**config.mk**
```make
export PLATFORM = sky130hd
export DESIGN_NAME = clock_countdown_flat
export DESIGN_NICKNAME = d
export VERILOG_FILES = /design/src/rtl/clock_pkg.sv /design/src/rtl/clock_countdown_if.sv /design/src/rtl/tick_prescaler.sv /design/src/rtl/clock_countdown.sv /design/src/flat_wrapper.sv
export SDC_FILE = /design/constraint.sdc
export NUM_CORES = 1
export LEC_CHECK = 0
export CORE_UTILIZATION = 40
export DETAILED_ROUTE_END_ITERATION = 6
export GPL_ROUTABILITY_DRIVEN = 0
export PLACE_DENSITY = 0.59
export SLEW_MARGIN = 20
export SYNTH_ARGS = -nofsm -noshare
export SYNTH_HDL_FRONTEND = slang
export SYNTH_SLANG_ARGS = --single-unit
```
**constraint.sdc**
```tcl
create_clock -name clk -period 2.65 [get_ports clk]
set_input_delay 0.6625 -clock clk [delete_from_list [all_inputs] [get_ports clk]]
set_output_delay 0.6625 -clock clk [all_outputs]
set_load 0.02 [all_outputs]
```
**src/rtl/clock_pkg.sv**
```systemverilog
// Shared definitions for the board's quarter-second up/down counters:
// the countdown state type, the tick period constant and a counter-width helper.
package clock_pkg;

  typedef enum logic [1:0] {
    IDLE  = 2'd0,
    RUN   = 2'd1,
    PAUSE = 2'd2
  } state_t;

  // Clock cycles per quarter second at 125 MHz.
  localparam int TICK_QUARTER_SEC = 31250000;

  // A counter for n states needs clog2(n) bits, but never fewer than one.
  function automatic int cnt_width(input int n);
    return (n > 1) ? $clog2(n) : 1;
  endfunction

endpackage

```
**src/rtl/clock_countdown_if.sv**
```systemverilog
// Control and status bundle of the countdown.
// Handshake: load is a single-cycle strobe that is always accepted (there is no ready);
// load_val is sampled only on that cycle. The outputs are all registered.
interface clock_countdown_if
  import clock_pkg::*;
#(
  parameter int WIDTH = 4
) ();

  logic             en;
  logic             load;
  logic [WIDTH-1:0] load_val;
  logic [WIDTH-1:0] out;
  logic             busy;
  logic             paused;
  logic             done;
  state_t           state;

  modport master (
    output en, load, load_val,
    input  out, busy, paused, done, state
  );

  modport slave (
    input  en, load, load_val,
    output out, busy, paused, done, state
  );

endinterface

```
**src/rtl/tick_prescaler.sv**
```systemverilog
// Free-running divider: issues a one-cycle tick every TICK_CYCLES enabled cycles.
// clr restarts the period and takes priority over en.
module tick_prescaler
  import clock_pkg::*;
#(
  parameter int TICK_CYCLES = TICK_QUARTER_SEC
) (
  input  logic clk,
  input  logic rst,
  input  logic clr,
  input  logic en,
  output logic tick
);

  localparam int PW = cnt_width(TICK_CYCLES);
  localparam logic [PW-1:0] LAST = PW'(TICK_CYCLES - 1);

  logic [PW-1:0] cnt;

  // The tick fires in the same cycle the counter wraps.
  assign tick = en && (cnt == LAST);

  always_ff @(posedge clk) begin
    if (rst || clr) begin
      cnt <= '0;
    end else if (en) begin
      cnt <= tick ? '0 : cnt + PW'(1);
    end
  end

endmodule

```
**src/rtl/clock_countdown.sv**
```systemverilog
// Loadable down-counter: decrements once per prescaled tick while enabled and
// pulses done for one cycle when the count reaches zero.
module clock_countdown
  import clock_pkg::*;
#(
  parameter int TICK_CYCLES = TICK_QUARTER_SEC,
  parameter int WIDTH       = 4
) (
  input logic              clk,
  input logic              rst,
  clock_countdown_if.slave bus
);

  state_t           state, state_nxt;
  logic [WIDTH-1:0] out_q, out_nxt;
  logic             done_q, done_nxt;
  logic             busy_q, paused_q;
  logic             pre_en, pre_clr, tick;

  // The prescaler only runs while a countdown is active; IDLE ignores en.
  assign pre_en = bus.en && (state != IDLE);

  tick_prescaler #(
    .TICK_CYCLES(TICK_CYCLES)
  ) u_prescaler (
    .clk (clk),
    .rst (rst),
    .clr (pre_clr),
    .en  (pre_en),
    .tick(tick)
  );

  always_ff @(posedge clk) begin
    if (rst) begin
      state    <= IDLE;
      out_q    <= '0;
      done_q   <= 1'b0;
      busy_q   <= 1'b0;
      paused_q <= 1'b0;
    end else begin
      state    <= state_nxt;
      out_q    <= out_nxt;
      done_q   <= done_nxt;
      busy_q   <= (state_nxt != IDLE);
      paused_q <= (state_nxt == PAUSE);
    end
  end

  always_comb begin
    state_nxt = state;
    out_nxt   = out_q;
    done_nxt  = 1'b0;
    pre_clr   = 1'b0;

    if (bus.load) begin
      // A load overrides any tick in the same cycle.
      out_nxt = bus.load_val;
      pre_clr = 1'b1;
      if (bus.load_val != '0) begin
        state_nxt = bus.en ? RUN : PAUSE;
      end else begin
        state_nxt = IDLE;
        done_nxt  = 1'b1;
      end
    end else begin
      unique case (state)
        RUN, PAUSE: begin
          state_nxt = bus.en ? RUN : PAUSE;
          if (tick) begin
            out_nxt = out_q - WIDTH'(1);
            if (out_q == WIDTH'(1)) begin
              state_nxt = IDLE;
              done_nxt  = 1'b1;
              pre_clr   = 1'b1;
            end
          end
        end
        default: state_nxt = IDLE;
      endcase
    end
  end

  assign bus.out    = out_q;
  assign bus.done   = done_q;
  assign bus.busy   = busy_q;
  assign bus.paused = paused_q;
  assign bus.state  = state;

endmodule

```
**src/flat_wrapper.sv**
```systemverilog
// flat-port wrapper written by rule: the top's interface ports become plain ports
module clock_countdown_flat import clock_pkg::*;
#(
  parameter int TICK_CYCLES = TICK_QUARTER_SEC,
  parameter int WIDTH       = 4
)
  (clk, rst, bus_en, bus_load, bus_load_val, bus_out, bus_busy, bus_paused, bus_done, bus_state);
  clock_countdown_if #(.WIDTH(WIDTH)) bus_i ();
  input logic clk;
  input logic rst;
  input wire logic [$bits(bus_i.en)-1:0] bus_en;
  input wire logic [$bits(bus_i.load)-1:0] bus_load;
  input wire logic [$bits(bus_i.load_val)-1:0] bus_load_val;
  output wire logic [$bits(bus_i.out)-1:0] bus_out;
  output wire logic [$bits(bus_i.busy)-1:0] bus_busy;
  output wire logic [$bits(bus_i.paused)-1:0] bus_paused;
  output wire logic [$bits(bus_i.done)-1:0] bus_done;
  output wire logic [$bits(bus_i.state)-1:0] bus_state;
  assign bus_i.en = bus_en;
  assign bus_i.load = bus_load;
  assign bus_i.load_val = bus_load_val;
  assign bus_out = bus_i.out;
  assign bus_busy = bus_i.busy;
  assign bus_paused = bus_i.paused;
  assign bus_done = bus_i.done;
  assign bus_state = bus_i.state;
  clock_countdown #(.TICK_CYCLES(TICK_CYCLES), .WIDTH(WIDTH)) u_core (.clk(clk), .rst(rst), .bus(bus_i));
endmodule
```
==> impl_metrics.env <==
export IMPL_worst_ir_drop_vdd_uv=240
export IMPL_die_x_um=69.1
export IMPL_number_of_synthesized_register_bits=34
export IMPL_vias=1612
export IMPL_boundaryPins=17
export IMPL_synth_net_count=224
export IMPL_p_int_uw=775
export IMPL_synth_avg_cell_area_sq_um=8.49
export IMPL_ys_seq_area_frac=0.378
export IMPL_async_flop_share=0
export IMPL_detail_route_wirelength_um=3950
export IMPL_worst_setup_path_type="primary input to flop"
export IMPL_number_of_instances_in_the_synthesized_netlist=212
export IMPL_post_cts_resized_instances=0
export IMPL_drv_cap=0
export IMPL_endpoint_kind="flop"
export IMPL_synth_warnings=0
export IMPL_clockRootBuffer="sky130_fd_sc_hd__clkbuf_8"
export IMPL_power_total_mw=1.01
export IMPL_finalWorstPathRequiredPeriod_ns=2.22
export IMPL_power_per_cell_area_nw_per_um2=468
export IMPL_final_area_sq_um=2160
export IMPL_placed_instance_area_sq_um=2070
export IMPL_synth_top_cell_by_area="sky130_fd_sc_hd__dfxtp_1"
export IMPL_share_of_cells_above_drive_strength_1=0.109
export IMPL_worst_path_largest_cell_delay_ns=0.60
export IMPL_total_of_endpoints_with_negative_setup_slack_in_the_final_report=0
export IMPL_clock_skew_final_ns=0.00714
export IMPL_post_cts_setup_buffer_count=0
export IMPL_detailedRoute_firstPassIterationCount=4
export IMPL_iter_0_drt_violations=67
export IMPL_dieHeight_um=69.1
export IMPL_total_cts_buffers=5
export IMPL_maxSlewViolCount=0
export IMPL_synth_area_leaders="sky130_fd_sc_hd__dfxtp_1 (38%), sky130_fd_sc_hd__a21oi_1 (5.3%), sky130_fd_sc_hd__nand4_1 (3.8%), sky130_fd_sc_hd__or3_1 (3.5%), sky130_fd_sc_hd__nand3_1 (3.3%)"
export IMPL_quantity_of_hold_fixing_buffers_added_after_cts=0
export IMPL_setup_worst_path_start="bus_en"
export IMPL_netSwitchingFraction=0.235
export IMPL_grt_antenna_before_repair=0
export IMPL_clk_latency_worst_skew_pair_ns=0.29
export IMPL_hold_path_class="flop to flop"
export IMPL_rsz0062_at_grt="no"
export IMPL_synth_top_area_share=0.378
export IMPL_hp_start="u_core.u_prescaler.cnt[1]"
export IMPL_flop_pwr_share=0.520
export IMPL_wl_cell_um=13.6
export IMPL_clk_transition_reported_paths_ns=0.07
export IMPL_setup_total_negative_slack_ns=0
export IMPL_share_comb_of_total_power=0.090
export IMPL_n_antenna_cell=0
export IMPL_vias_per_cell=5.56
export IMPL_yosys_cell_types_count=47
export IMPL_htree_levels=2
export IMPL_clock_path_buffers=2
export IMPL_synth_area_sq_um=1800
export IMPL_globalRouteOverflowTotal=0
export IMPL_clock_sink_count=34
export IMPL_path_delay_family="simple AND/OR/NAND/NOR gates"
export IMPL_static_leakage_power_nw=0.688
export IMPL_finalHoldViolCount=0
export IMPL_critical_path_peak_fanout=23
export IMPL_max_slew_margin=0.723
export IMPL_grt_pass1_vias=1510
export IMPL_worst_pin_slew_ns=0.412
export IMPL_initial_core_util=0.414
export IMPL_run_status="finished, final reports clean"
export IMPL_cp_cell_sequence="clkdlybuf4s50_1 -> nand3b_1 -> or4_1 -> o21ai_2 -> buf_12 -> a21oi_1"
export IMPL_worst_r2r_startpoint="u_core.bus.state[0]"
export IMPL_tritoncts="built"
export IMPL_synth_enable_flop_cells=0
export IMPL_pin_count_of_the_biggest_net_entering_global_routing=24
export IMPL_portBuffers=16
export IMPL_drtAntennaViolNets=0
export IMPL_clock_power_share=0.390
export IMPL_grt_pass1_wl_um=7040
export IMPL_syn2layout_area_growth_pct=20.2
export IMPL_num_nets_final=249
export IMPL_drt_drc_violations_left=0
export IMPL_critical_path_n_buffers_inverters=2
export IMPL_dp_hpwl_um=2910
export IMPL_achievable_frequency_mhz=451
export IMPL_critical_path_slowest_cell="sky130_fd_sc_hd__or4_1"
export IMPL_timing_final_crit_share=0.837
export IMPL_core_sq_um=4350
export IMPL_switching_pwr_uw=238
export IMPL_groute_usage_overall=0.183
export IMPL_synth_flop_cell="sky130_fd_sc_hd__dfxtp_1"
export IMPL_worst_endpoint_arrival_ns=2.39
export IMPL_critical_path_required_ns=2.82
export IMPL_num_rows=24
export IMPL_crit_path_start_kind="primary input"
export IMPL_die_area_sq_um=4770
export IMPL_synth_cells_most_frequent="sky130_fd_sc_hd__dfxtp_1 (34), sky130_fd_sc_hd__a21oi_1 (19), sky130_fd_sc_hd__nor2_1 (14), sky130_fd_sc_hd__nand2_1 (13), sky130_fd_sc_hd__nand3_1 (12)"
export IMPL_synthMostInstantiatedCell="sky130_fd_sc_hd__dfxtp_1"
power by group through the flow:
stage / clock network (mW) / logic, mW / registers, mW
global placement: 0 / 0.0927 / 0.538
global route: 0.436 / 0.100 / 0.527
CTS: 0.407 / 0.0919 / 0.526
floorplan: 0 / 0.0381 / 0.547
detailed placement: 0 / 0.0911 / 0.538
finish: 0.395 / 0.0914 / 0.526
cell families after synthesis:
group,share of synthesized area
AO/OA/AOI/OAI,0.161
XOR/XNOR,0.0389
adder cells (fa/ha/maj),0.0278
buffers and inverters,0.0410
flip-flops,0.378
AND/OR/NAND/NOR,0.354
stage by stage:
step	hold WS [ns]	utilization	setup slack, ns	instances
2_1_floorplan	0.440	-	0.605	212
3_3_place_gp	0.467	0.476	0.175	282
3_5_place_dp	0.455	0.476	0.138	282
4_1_cts	0.464	0.497	0.440	290
5_1_grt	0.514	0.497	0.328	290
6_report	0.462	0.497	0.432	290
registers in the layout, indices dropped and copies added, names as in the netlist:
name,cells
u_core.bus.busy,1
u_core.bus.done,1
u_core.bus.out,4
u_core.bus.paused,1
u_core.bus.state,2
u_core.u_prescaler.cnt,25
placed cells by master (no fill, tap or decap), drive strengths merged, types with 4 or more instances in the layout:
master,instances
nand3,12
o21ai,12
o31ai,7
dfxtp,34
nand4,11
nand2,13
clkdlybuf4s50,16
clkbuf,7
a21oi,21
or4,9
or3,10
xor2,6
inv,9
nor2,14
nor4,6
buf,10
ha,4
layer usage:
layer,part of all wire,track usage
met4,0.014,0.0635
met2,0.43,0.272
met1,0.52,0.256
met3,0.026,0.0482
met5,0,0
final timing paths:
check / depth (start not counted) / end / slack (ns)
worst max register to register: 7 / u_core.u_prescaler.cnt[22] / 0.66
worst min register to register: 2 / u_core.u_prescaler.cnt[1] / 0.46
worst max-delay path: 6 / u_core.u_prescaler.cnt[22] / 0.43
worst min-delay path: 2 / u_core.u_prescaler.cnt[1] / 0.46
final cells by class:
cell class              count  area (sq um)
inverters                   9          33.8
repair buffers             26           248
multi-input cells         161          1050
flip-flops and latches     34           681
well taps                  52          65.1
clock buffers               7          86.3
fillers                   403          2190
clock inverters             1          5.00
worst reg2reg max path: stages (launching register included):
cell                       delay [ns]
sky130_fd_sc_hd__dfxtp_1         0.33
sky130_fd_sc_hd__inv_1           0.04
sky130_fd_sc_hd__ha_1            0.22
sky130_fd_sc_hd__nand3b_1        0.24
sky130_fd_sc_hd__or4_1           0.60
sky130_fd_sc_hd__o21ai_2         0.21
sky130_fd_sc_hd__buf_12          0.18
sky130_fd_sc_hd__a21oi_1         0.06
Power figures use the tool's default switching activity.
